**config.mk**
```make
export PLATFORM = sky130hd
export DESIGN_NAME = mux_arbiter
export DESIGN_NICKNAME = d
export VERILOG_FILES = /design/src/rtl/mux_arbiter.sv
export SDC_FILE = /design/constraint.sdc
export NUM_CORES = 1
export LEC_CHECK = 0
export BUFFER_PORTS_ARGS = -buffer_cell sky130_fd_sc_hd__clkbuf_2
export CAP_MARGIN = 20
export CORE_UTILIZATION = 42
export DETAILED_ROUTE_END_ITERATION = 16
export PLACE_DENSITY = 0.77
export REMOVE_ABC_BUFFERS = 1
export SLEW_MARGIN = 20
export SYNTH_ARGS = -nofsm -noshare
export SYNTH_HDL_FRONTEND = slang
export SYNTH_SLANG_ARGS = --single-unit
```
**constraint.sdc**
```tcl
create_clock -name clk -period 1.99 [get_ports clk]
set_input_delay 0.2985 -clock clk [delete_from_list [all_inputs] [get_ports clk]]
set_output_delay 0.2985 -clock clk [all_outputs]
set_load 0.02 [all_outputs]
```
**src/rtl/mux_arbiter.sv**
```systemverilog
// mux_arbiter: three-requester round-robin arbiter with a shared data mux.
// An owner keeps the grant for up to MAX_BEATS transfers. The grant is
// released early when the owner drops its request. Each release passes
// through exactly one IDLE cycle before the next arbitration.
//
// Handshake: a beat is transferred in any cycle where out_valid and out_ready
// are both high. out_valid is high only while the owner still requests, and
// it does not depend on out_ready. The sink may stall with out_ready low for
// any number of cycles, and the grant holds with no timeout.
//
// The FSM state is visible on the busy output (busy == GRANT).
module mux_arbiter #(
  parameter int WIDTH     = 8,
  parameter int MAX_BEATS = 4
) (
  input  logic             clk,
  input  logic             rst_n,
  input  logic [2:0]       req,
  input  logic [WIDTH-1:0] data0,
  input  logic [WIDTH-1:0] data1,
  input  logic [WIDTH-1:0] data2,
  input  logic             out_ready,
  output logic [2:0]       gnt,
  output logic [WIDTH-1:0] out_data,
  output logic             out_valid,
  output logic             busy
);

  localparam logic [3:0] LP_LAST_BEAT = 4'(MAX_BEATS - 1);

  typedef enum logic {
    S_IDLE  = 1'b0,
    S_GRANT = 1'b1
  } state_t;

  state_t     r_state;
  state_t     w_next_state;
  logic [2:0] r_gnt;
  logic [3:0] r_beat;
  logic [1:0] r_last;
  logic [2:0] w_win_gnt;
  logic [1:0] w_owner_idx;
  logic       w_owner_req;
  logic       w_beat;
  logic       w_release;

  assign w_owner_req = |(req & r_gnt);
  assign w_beat      = out_valid & out_ready;
  assign w_release   = (r_state == S_GRANT) &&
                       (!w_owner_req || (w_beat && (r_beat == LP_LAST_BEAT)));
  assign gnt         = r_gnt;

  // Encode the one-hot grant as an index, so the releasing owner can be stored in r_last.
  always_comb begin
    w_owner_idx = 2'd0;
    if (r_gnt[1])      w_owner_idx = 2'd1;
    else if (r_gnt[2]) w_owner_idx = 2'd2;
  end

  // Round-robin pick: the first requester after the last owner, wrapping modulo 3.
  always_comb begin
    w_win_gnt = 3'b000;
    case (r_last)
      2'd0: begin
        if (req[1])      w_win_gnt = 3'b010;
        else if (req[2]) w_win_gnt = 3'b100;
        else if (req[0]) w_win_gnt = 3'b001;
      end
      2'd1: begin
        if (req[2])      w_win_gnt = 3'b100;
        else if (req[0]) w_win_gnt = 3'b001;
        else if (req[1]) w_win_gnt = 3'b010;
      end
      default: begin
        if (req[0])      w_win_gnt = 3'b001;
        else if (req[1]) w_win_gnt = 3'b010;
        else if (req[2]) w_win_gnt = 3'b100;
      end
    endcase
  end

  // State register.
  always_ff @(posedge clk or negedge rst_n) begin
    if (!rst_n) r_state <= S_IDLE;
    else        r_state <= w_next_state;
  end

  // Next-state logic: arbitrate in IDLE, and return to IDLE on any release.
  always_comb begin
    w_next_state = r_state;
    case (r_state)
      S_IDLE:  if (req != 3'b000) w_next_state = S_GRANT;
      S_GRANT: if (w_release)     w_next_state = S_IDLE;
      default: w_next_state = S_IDLE;
    endcase
  end

  // Grant, beat counter and last-owner registers.
  always_ff @(posedge clk or negedge rst_n) begin
    if (!rst_n) begin
      r_gnt  <= 3'b000;
      r_beat <= 4'd0;
      r_last <= 2'd2;
    end else begin
      case (r_state)
        S_IDLE: begin
          if (req != 3'b000) begin
            r_gnt  <= w_win_gnt;
            r_beat <= 4'd0;
          end
        end
        S_GRANT: begin
          if (w_release) begin
            r_gnt  <= 3'b000;
            r_last <= w_owner_idx;
          end else if (w_beat) begin
            r_beat <= r_beat + 4'd1;
          end
        end
        default: r_gnt <= 3'b000;
      endcase
    end
  end

  // Outputs: busy flag, valid qualified by the owner's live request, and the data mux.
  always_comb begin
    busy      = (r_state == S_GRANT);
    out_valid = busy & w_owner_req;
    out_data  = '0;
    case (r_gnt)
      3'b001:  out_data = data0;
      3'b010:  out_data = data1;
      3'b100:  out_data = data2;
      default: out_data = '0;
    endcase
  end

endmodule

```
# Word-level counts from Yosys, hierarchy flattened
# Index checks and enable logic that the tools add are counted.
# word_totals
output_inout_bits	13
regBits	10
word_cells	51
inputBits	30
# op_classes
eq_ne	9
n_bitwise	4
n_reduce_logical	10
n_addsub	1
muxes	23
# ops
op	n
3-bit 2-to-1 mux	8
8-bit case mux with 3 select lines	1
4-bit 2-to-1 mux	3
3-bit case mux with 2 select lines	2
2-bit 2-to-1 mux	4
4-bit case mux with 2 select lines	1
4-bit by 1-bit adder with 4-bit output, second input constant	1
4-bit by 2-bit == test with 1-bit output, second input constant	1
2-bit by 1-bit inequality test with 1-bit output, second input constant	2
2-bit inequality test, second input constant	2
2-bit AND reduction	2
3-bit AND	1
3-bit by 1-bit == test with 1-bit output, second input constant	1
3-bit by 2-bit == test with 1-bit output, second input constant	1
3-bit == test, second input constant	1
1-bit 2-to-1 mux	3
3-bit AND reduction	1
3-bit nonzero test	1
3-bit OR reduction	1
1-bit AND	2
2-bit by 1-bit == test with 1-bit output, second input constant	1
1-bit logical AND	2
2-bit zero test	1
1-bit case mux with 2 select lines	1
other kinds (3)	3

# Longest topological paths before layout
# Gate-level depths: netlist of the first run.
# logic_depth
ltp_word	9
depth_mapped	4
ltp_nobuf	4

# Least setup slack after synthesis of the first run
# OpenSTA, ideal clock, no wires.
# synth_path
path_kind	register -> output
from	register r_gnt[2], in the netlist gnt[2]
to	output port out_data[0]
path_stages_with_launch	5
arrival_ns	1.512
path_buffers	1
setup_slack_ns	0.179
required_time_ns	1.691
cell_sequence	dfrtp_1 -> and2b_1 -> clkbuf_1 -> a22oi_1 -> o21ai_0
# synth_via
elab_chain_len	2
word_cells_on_any_way	4
cone_classes	eq/ne (3); mux (1)
# synth_rtl
item	line_no	source
start, declared	38	logic [2:0] r_gnt;
start signal, assigned	108	r_gnt <= w_win_gnt;
3-bit == test, or another cell as far along	130	case (r_gnt)
8-bit case mux with 3 select lines (*)	130	
end, declared	24	output logic [WIDTH-1:0] out_data,
# Mark *: on every way between the ends. The rest lies on a longest branch, timed or not.

# Final worst setup path of the first run
# layout_path
from	register r_gnt[0], in the netlist gnt[0]
to	output port out_valid
# layout_via
elab_chain_len	3
# layout_rtl
item	line_no	source
3-bit AND	47	assign w_owner_req = |(req & r_gnt);
3-bit OR reduction	47	
1-bit AND	128	out_valid = busy & w_owner_req;
end, declared	25	output logic out_valid,
# Every way passes these cells.

==> results_dict.tcl, run 1 <==
set metrics [dict create \
    worstPathArrival_ns 1.59 \
    synth.distinct_cells 25 \
    stdcell_count 144 \
    critPathSlowestCell "dfrtp_2" \
    worst-r2r-cell-count 3 \
    synth_compound_area_share_pct 28.8 \
    worst_pin_slew_ns 0.384 \
    cp_cell_sequence "a222oi_1 -> buf_4 -> nor2_1 -> clkbuf_2" \
    synth_top_family_by_area "compound AO/OA/AOI/OAI gates" \
    htreeDepth 1 \
    final_core_util_pct 64.1 \
    drc 0 \
    overflow 0 \
    hold_start "req[1]" \
    synthAdderAreaFrac_pct 1.75 \
    slew_viol_final 0 \
    yosys_warnings 0 \
    final_cell_mix "clkbuf_2 (42), o21ai_0 (15), nand2_1 (10), a22oi_1 (8), dfrtp_1 (8)" \
    fp.dieArea_um2 1870 \
    coreArea_um2 1540 \
    required_ns 1.69 \
    finalInstanceArea_um2 988 \
    rr_startpoint "gnt[0]" \
    via_per_inst 5.63 \
    holdPathEnd "gnt[1]" \
    grt_max_degree 15 \
    drv_cap 0 \
    drtIter0Drc 21 \
    pwr-share-clk_pct 11.5 \
    finalCriticalPeriod_ns 1.89 \
    vias 811 \
    p_sw_uw 656 \
    ys_ff_latch 10 \
    ys_seq_area_share_pct 35.3 \
    synth-xor-area-share_pct 0 \
    endpoint_kind "output pin" \
    tritoncts "yes" \
    ff2ff_setup_slack_ns 0.34 \
    total_power_mw 1.34 \
    dieHeight_um 43.2 \
    placedCellCount 139 \
    ant_nets 0 \
    r2r-end "r_last[0]" \
    crit_family "flip-flops" \
    clk_path_buf_depth 2 \
    setup_viol 0 \
    cts_buffers 3 \
    fill_cells 145 \
    crit_type "flop to output pin" \
    leakage_nw 0.484 \
    synth_cells 84 \
    hold_viol 0 \
    outcome "finished clean" \
    cts_root_buffer "clkbuf_4" \
    fin_worst_skew_ns 0.00808 \
    fin_tns_setup_ns 0 \
    ios 43 \
    drt_pass1_iterations 6 \
    hpwl_mm 1.39 \
    path_max_fanout 12 \
    hold_depth 3 \
    combinationalPowerShare_pct 57.9 \
    clk_latency_ns 0.27 \
    wl_per_cell_um 12.8 \
    gp_congestion 0.789 \
    fmax_ghz 0.530 \
    drive_above_1_share_pct 43.0 \
    layout_commonest_cell "clkbuf_2" \
    seqPwrFrac_pct 30.6 \
    cts.sinks 10 \
    grt_pass1_wl_mm 3.11 \
    finish.net_count 160 \
    netlist_area_um2 713 \
    chipWidth_um 43.2 \
    cpPeakStageDelay_ns 0.49 \
    synth_simple_gate_area_share_pct 18.1 \
    port_buffers 42 \
    start_kind "flop" \
    synthMuxAreaShare_pct 9.82 \
    path_clk_slew_ns 0.07 \
    grt_pass1_vias 739 \
    rows 14 \
    maxSlewHeadroom_pct 74.4 \
    antenna_found_initial 0 \
    critPathBufInv 2 \
    postSynthAreaPerCell_um2 8.49 \
    swShare_pct 48.8 \
    start_util_pct 46.3 \
    fin_crit_sh_pct 94.8 \
    drt_wl_total_mm 1.84 \
    intPower_uw 688 \
    worstHoldPathType "input port to flop" \
    p_per_area_nw_per_um2 1360 \
    placed_area_um2 936 \
    ir_drop_uv 681 \
    syn_to_final_growth_pct 38.6 \
    diodes 0 \
    rsz0062_at_grt "false" \
    grt_use_total_pct 21.9 \
]
==> worst max path at each step <==
| stage | startpoint | end | cells after the start |
|---|---|---|---|
| floorplan | gnt[1] | out_data[0] | 3 |
| global placement | gnt[0] | out_data[4] | 4 |
| detailed placement | gnt[1] | out_data[2] | 4 |
| CTS | gnt[1] | out_data[2] | 4 |
| global route | gnt[1] | out_data[0] | 4 |
| finish | gnt[0] | out_valid | 4 |
==> cell usage after synthesis <==
master	number	share of area, %
inv_1	6	3.2
nand2b_1	2	1.8
o21ai_0	15	11
nor2b_1	1	0.88
nand2_1	10	5.3
nor3_1	2	1.4
a21oi_1	5	3.5
nor3b_1	1	1.1
dfstp_2	1	3.7
mux2i_1	4	5.6
dfrtp_1	9	32
mux2_4	2	4.2
buf_1	1	0.53
a222oi_1	1	1.4
ha_1	1	1.8
buf_4	1	1.1
a22oi_1	8	8.4
o21a_2	1	1.2
nor2_1	2	1.1
nor4bb_1	1	1.4
nor4b_1	2	2.5
and2b_1	1	1.1
o32ai_1	3	3.7
clkbuf_1	3	1.6
nor3b_2	1	1.8
==> logic make-up (layout without fill, tap and decap cells) <==
family,count (synthesis),count (layout)
AOI/OAI and AO/OA,33,33
and+or+nand+nor,23,23
DFF,10,10
muxes,6,6
buffers and inverters,11,55
adders and majority gates,1,1
==> power by group through the flow <==
stage | clock, mW | combinational [mW] | sequential [mW]
6_report | 0.155 | 0.778 | 0.411
5_1_grt | 0.170 | 0.853 | 0.430
2_1_floorplan | 0 | 0.481 | 0.410
4_1_cts | 0.156 | 0.777 | 0.404
3_5_place_dp | 0 | 0.763 | 0.399
3_3_place_gp | 0 | 0.751 | 0.390
==> layout make-up <==
class | instances | area (um2) | share of cell area [%]
Multi-Input combinational cell | 63 | 432 | 43.7
Sequential cell | 10 | 253 | 25.6
Timing Repair Buffer | 45 | 235 | 23.8
Clock buffer | 4 | 26.3 | 2.66
Inverter | 6 | 22.5 | 2.28
Tap cell | 16 | 20.0 | 2.03
==> timing repair <==
item / in CTS / in global routing
endpoints found under the hold margin: 9 / 0
setup buffers: 0 / 0
hold buffers: 1 / 0
setup endpoints to repair: 8 / 9
resized for setup: 2 / 3
==> through the flow <==
| stage | hold WS [ns] | worst slack, ns |
|---|---|---|
| floorplan | 0.00291 | 0.191 |
| global placement | 0.180 | 0.324 |
| detailed placement | 0.177 | 0.278 |
| CTS | 0.321 | 0.0501 |
| global route | 0.337 | 0.0108 |
| finish | 0.330 | 0.103 |
==> layer usage <==
metal / track usage [%] / share of wire, % / up-vias
met5: 0 / 0 / -
met4: 10.3 / 1.5 / 0
met3: 3.83 / 7.9 / 3
met2: 40.0 / 52 / 42
met1: 23.9 / 39 / 368
li1: - / - / 398
==> registers in the layout (all words and copies together) (netlist names) <==
register,count
busy,1
gnt,3
r_beat,4
r_last,2
==> tightest hold or removal path, stage by stage <==
cell and delay [ns]:
clkbuf_2 0.12, inv_1 0.06, o32ai_1 0.08
Note: power is estimated with default switching activity, not from simulation.
==> run 2, diff against run 1 <==
--- a/config.mk
+++ b/config.mk
@@ -7,7 +7,9 @@
 export LEC_CHECK = 0
 export BUFFER_PORTS_ARGS = -buffer_cell sky130_fd_sc_hd__clkbuf_2
 export CAP_MARGIN = 20
-export CORE_UTILIZATION = 42
+export CELL_PAD_IN_SITES_DETAIL_PLACEMENT = 0
+export CELL_PAD_IN_SITES_GLOBAL_PLACEMENT = 1
+export CORE_UTILIZATION = 29
 export DETAILED_ROUTE_END_ITERATION = 16
 export PLACE_DENSITY = 0.77
 export REMOVE_ABC_BUFFERS = 1
==> results_dict.tcl, run 2 (same netlist as run 1, synthesis figures left out) <==
set metrics [dict create \
    outcome "finished clean" \
    drtIter0Drc 15 \
    final_cell_mix "clkbuf_2 (42), o21ai_0 (15), nand2_1 (10), a22oi_1 (8), dfrtp_1 (8)" \
    wl_met3_um 160 \
    drt_pass1_iterations 4 \
    drt_wl_total_mm 1.98 \
    regMostFlops "r_beat" \
    diodes 0 \
    cts_buffers 3 \
    r2r-end "r_last[0]" \
    placed_area_um2 958 \
    maxSlewHeadroom_pct 71.3 \
    hpwl_mm 1.50 \
    fmax_ghz 0.536 \
    slew_viol_final 0 \
    hold_depth 3 \
    finalInstanceArea_um2 1030 \
    rows 17 \
    drc 0 \
    ir_drop_uv 538 \
    tritoncts "yes" \
    cts.sinks 10 \
    worstHoldPathType "input port to flop" \
    cts_root_buffer "clkbuf_4" \
    start_util_pct 31.6 \
    fin_crit_sh_pct 93.7 \
    required_ns 1.69 \
    drive_above_1_share_pct 44.3 \
    met2_length_um 897 \
    p_per_area_nw_per_um2 1360 \
    largest_reg_flops 4 \
    worst_pin_slew_ns 0.424 \
    clk_path_buf_depth 2 \
    holdPathEnd "gnt[1]" \
    grt_max_degree 15 \
    port_buffers 42 \
    overflow 0 \
    syn_to_final_growth_pct 44.2 \
    antenna_found_initial 0 \
    drv_cap 0 \
    ant_nets 0 \
    finish.net_count 163 \
    fin_worst_skew_ns 0.00184 \
    via_per_inst 5.02 \
    ff2ff_setup_slack_ns 0.35 \
    hold_viol 0 \
    fill_cells 241 \
    fin_tns_setup_ns 0 \
    start_kind "flop" \
    rr_startpoint "gnt[0]" \
    coreArea_um2 2250 \
    gp_congestion 0.705 \
    total_power_mw 1.39 \
    top_layer "met4" \
    drt-met1-wl_um 904 \
    setup_viol 0 \
    finalCriticalPeriod_ns 1.87 \
    grt_pass1_vias 713 \
    chipWidth_um 51.6 \
    hold_start "req[1]" \
    grt_pass1_wl_mm 3.00 \
    path_clk_slew_ns 0.07 \
    layout_commonest_cell "clkbuf_2" \
    crit_type "flop to output pin" \
    leakage_nw 0.503 \
    htreeDepth 1 \
    vias 798 \
    rsz0062_at_grt "false" \
    grt_use_total_pct 15.3 \
    dieHeight_um 51.6 \
    final_core_util_pct 45.6 \
    worst-r2r-cell-count 3 \
    ios 43 \
    clk_latency_ns 0.26 \
    endpoint_kind "output pin" \
    wl_per_cell_um 12.4 \
    path_max_fanout 12 \
    worstPathArrival_ns 1.57 \
    fp.dieArea_um2 2660 \
]
[run 2: what timing repair did]
| action | in CTS | in global routing |
|---|---|---|
| hold buffers | 1 | 0 |
| hold endpoints to repair | 9 | 0 |
| pin swaps | 0 | 1 |
| setup endpoints to repair | 8 | 9 |
| setup buffers | 0 | 2 |
| resized for setup | 1 | 2 |
| cloned | 0 | 0 |
[run 2: per-layer routing]
metal,GRT usage (%),vias up
met3,2.34,2
met4,5.41,0
met5,0,-
li1,-,402
met1,17.7,359
met2,28.1,35
[run 2: worst max-delay path by stage]
stage                     startpoint           to  slack [ns]  depth (start not counted)
after detailed placement      gnt[0]  out_data[4]        0.23                          4
after floorplan               gnt[1]  out_data[0]        0.19                          3
after global placement        gnt[0]  out_data[4]        0.25                          4
after global routing          gnt[1]  out_data[6]        0.01                          4
final                         gnt[0]    out_valid        0.12                          4
after CTS                     gnt[1]  out_data[0]        0.03                          4
[run 2: area by class of cell]
| cell class | instances | area [um2] | share of cell area, % |
|---|---|---|---|
| inverter | 6 | 22.5 | 2.19 |
| clock buffer | 4 | 36.3 | 3.53 |
| multi-input combinational | 63 | 424 | 41.2 |
| timing repair buffer | 48 | 258 | 25.1 |
| sequential | 10 | 253 | 24.6 |
| tap | 28 | 35.0 | 3.41 |
[run 2: report_power, final]
part	internal (mW)	switching, mW
Combinational	0.351	0.452
Clock	0.111	0.0738
Sequential	0.277	0.130
[run 2: per-stage QoR]
step	instances	setup WS (ns)	hold WS (ns)
floorplan	79	0.191	0.00291
global placement	152	0.252	0.180
finish	159	0.125	0.329
global route	159	0.0105	0.346
CTS	157	0.0284	0.332
detailed placement	152	0.231	0.194
[run 2: critical path, stage by stage (launching register included)]
cell and delay, ns:
dfrtp_2 0.49, a222oi_1 0.43, buf_4 0.20, nor2_1 0.04
clkbuf_2 0.15
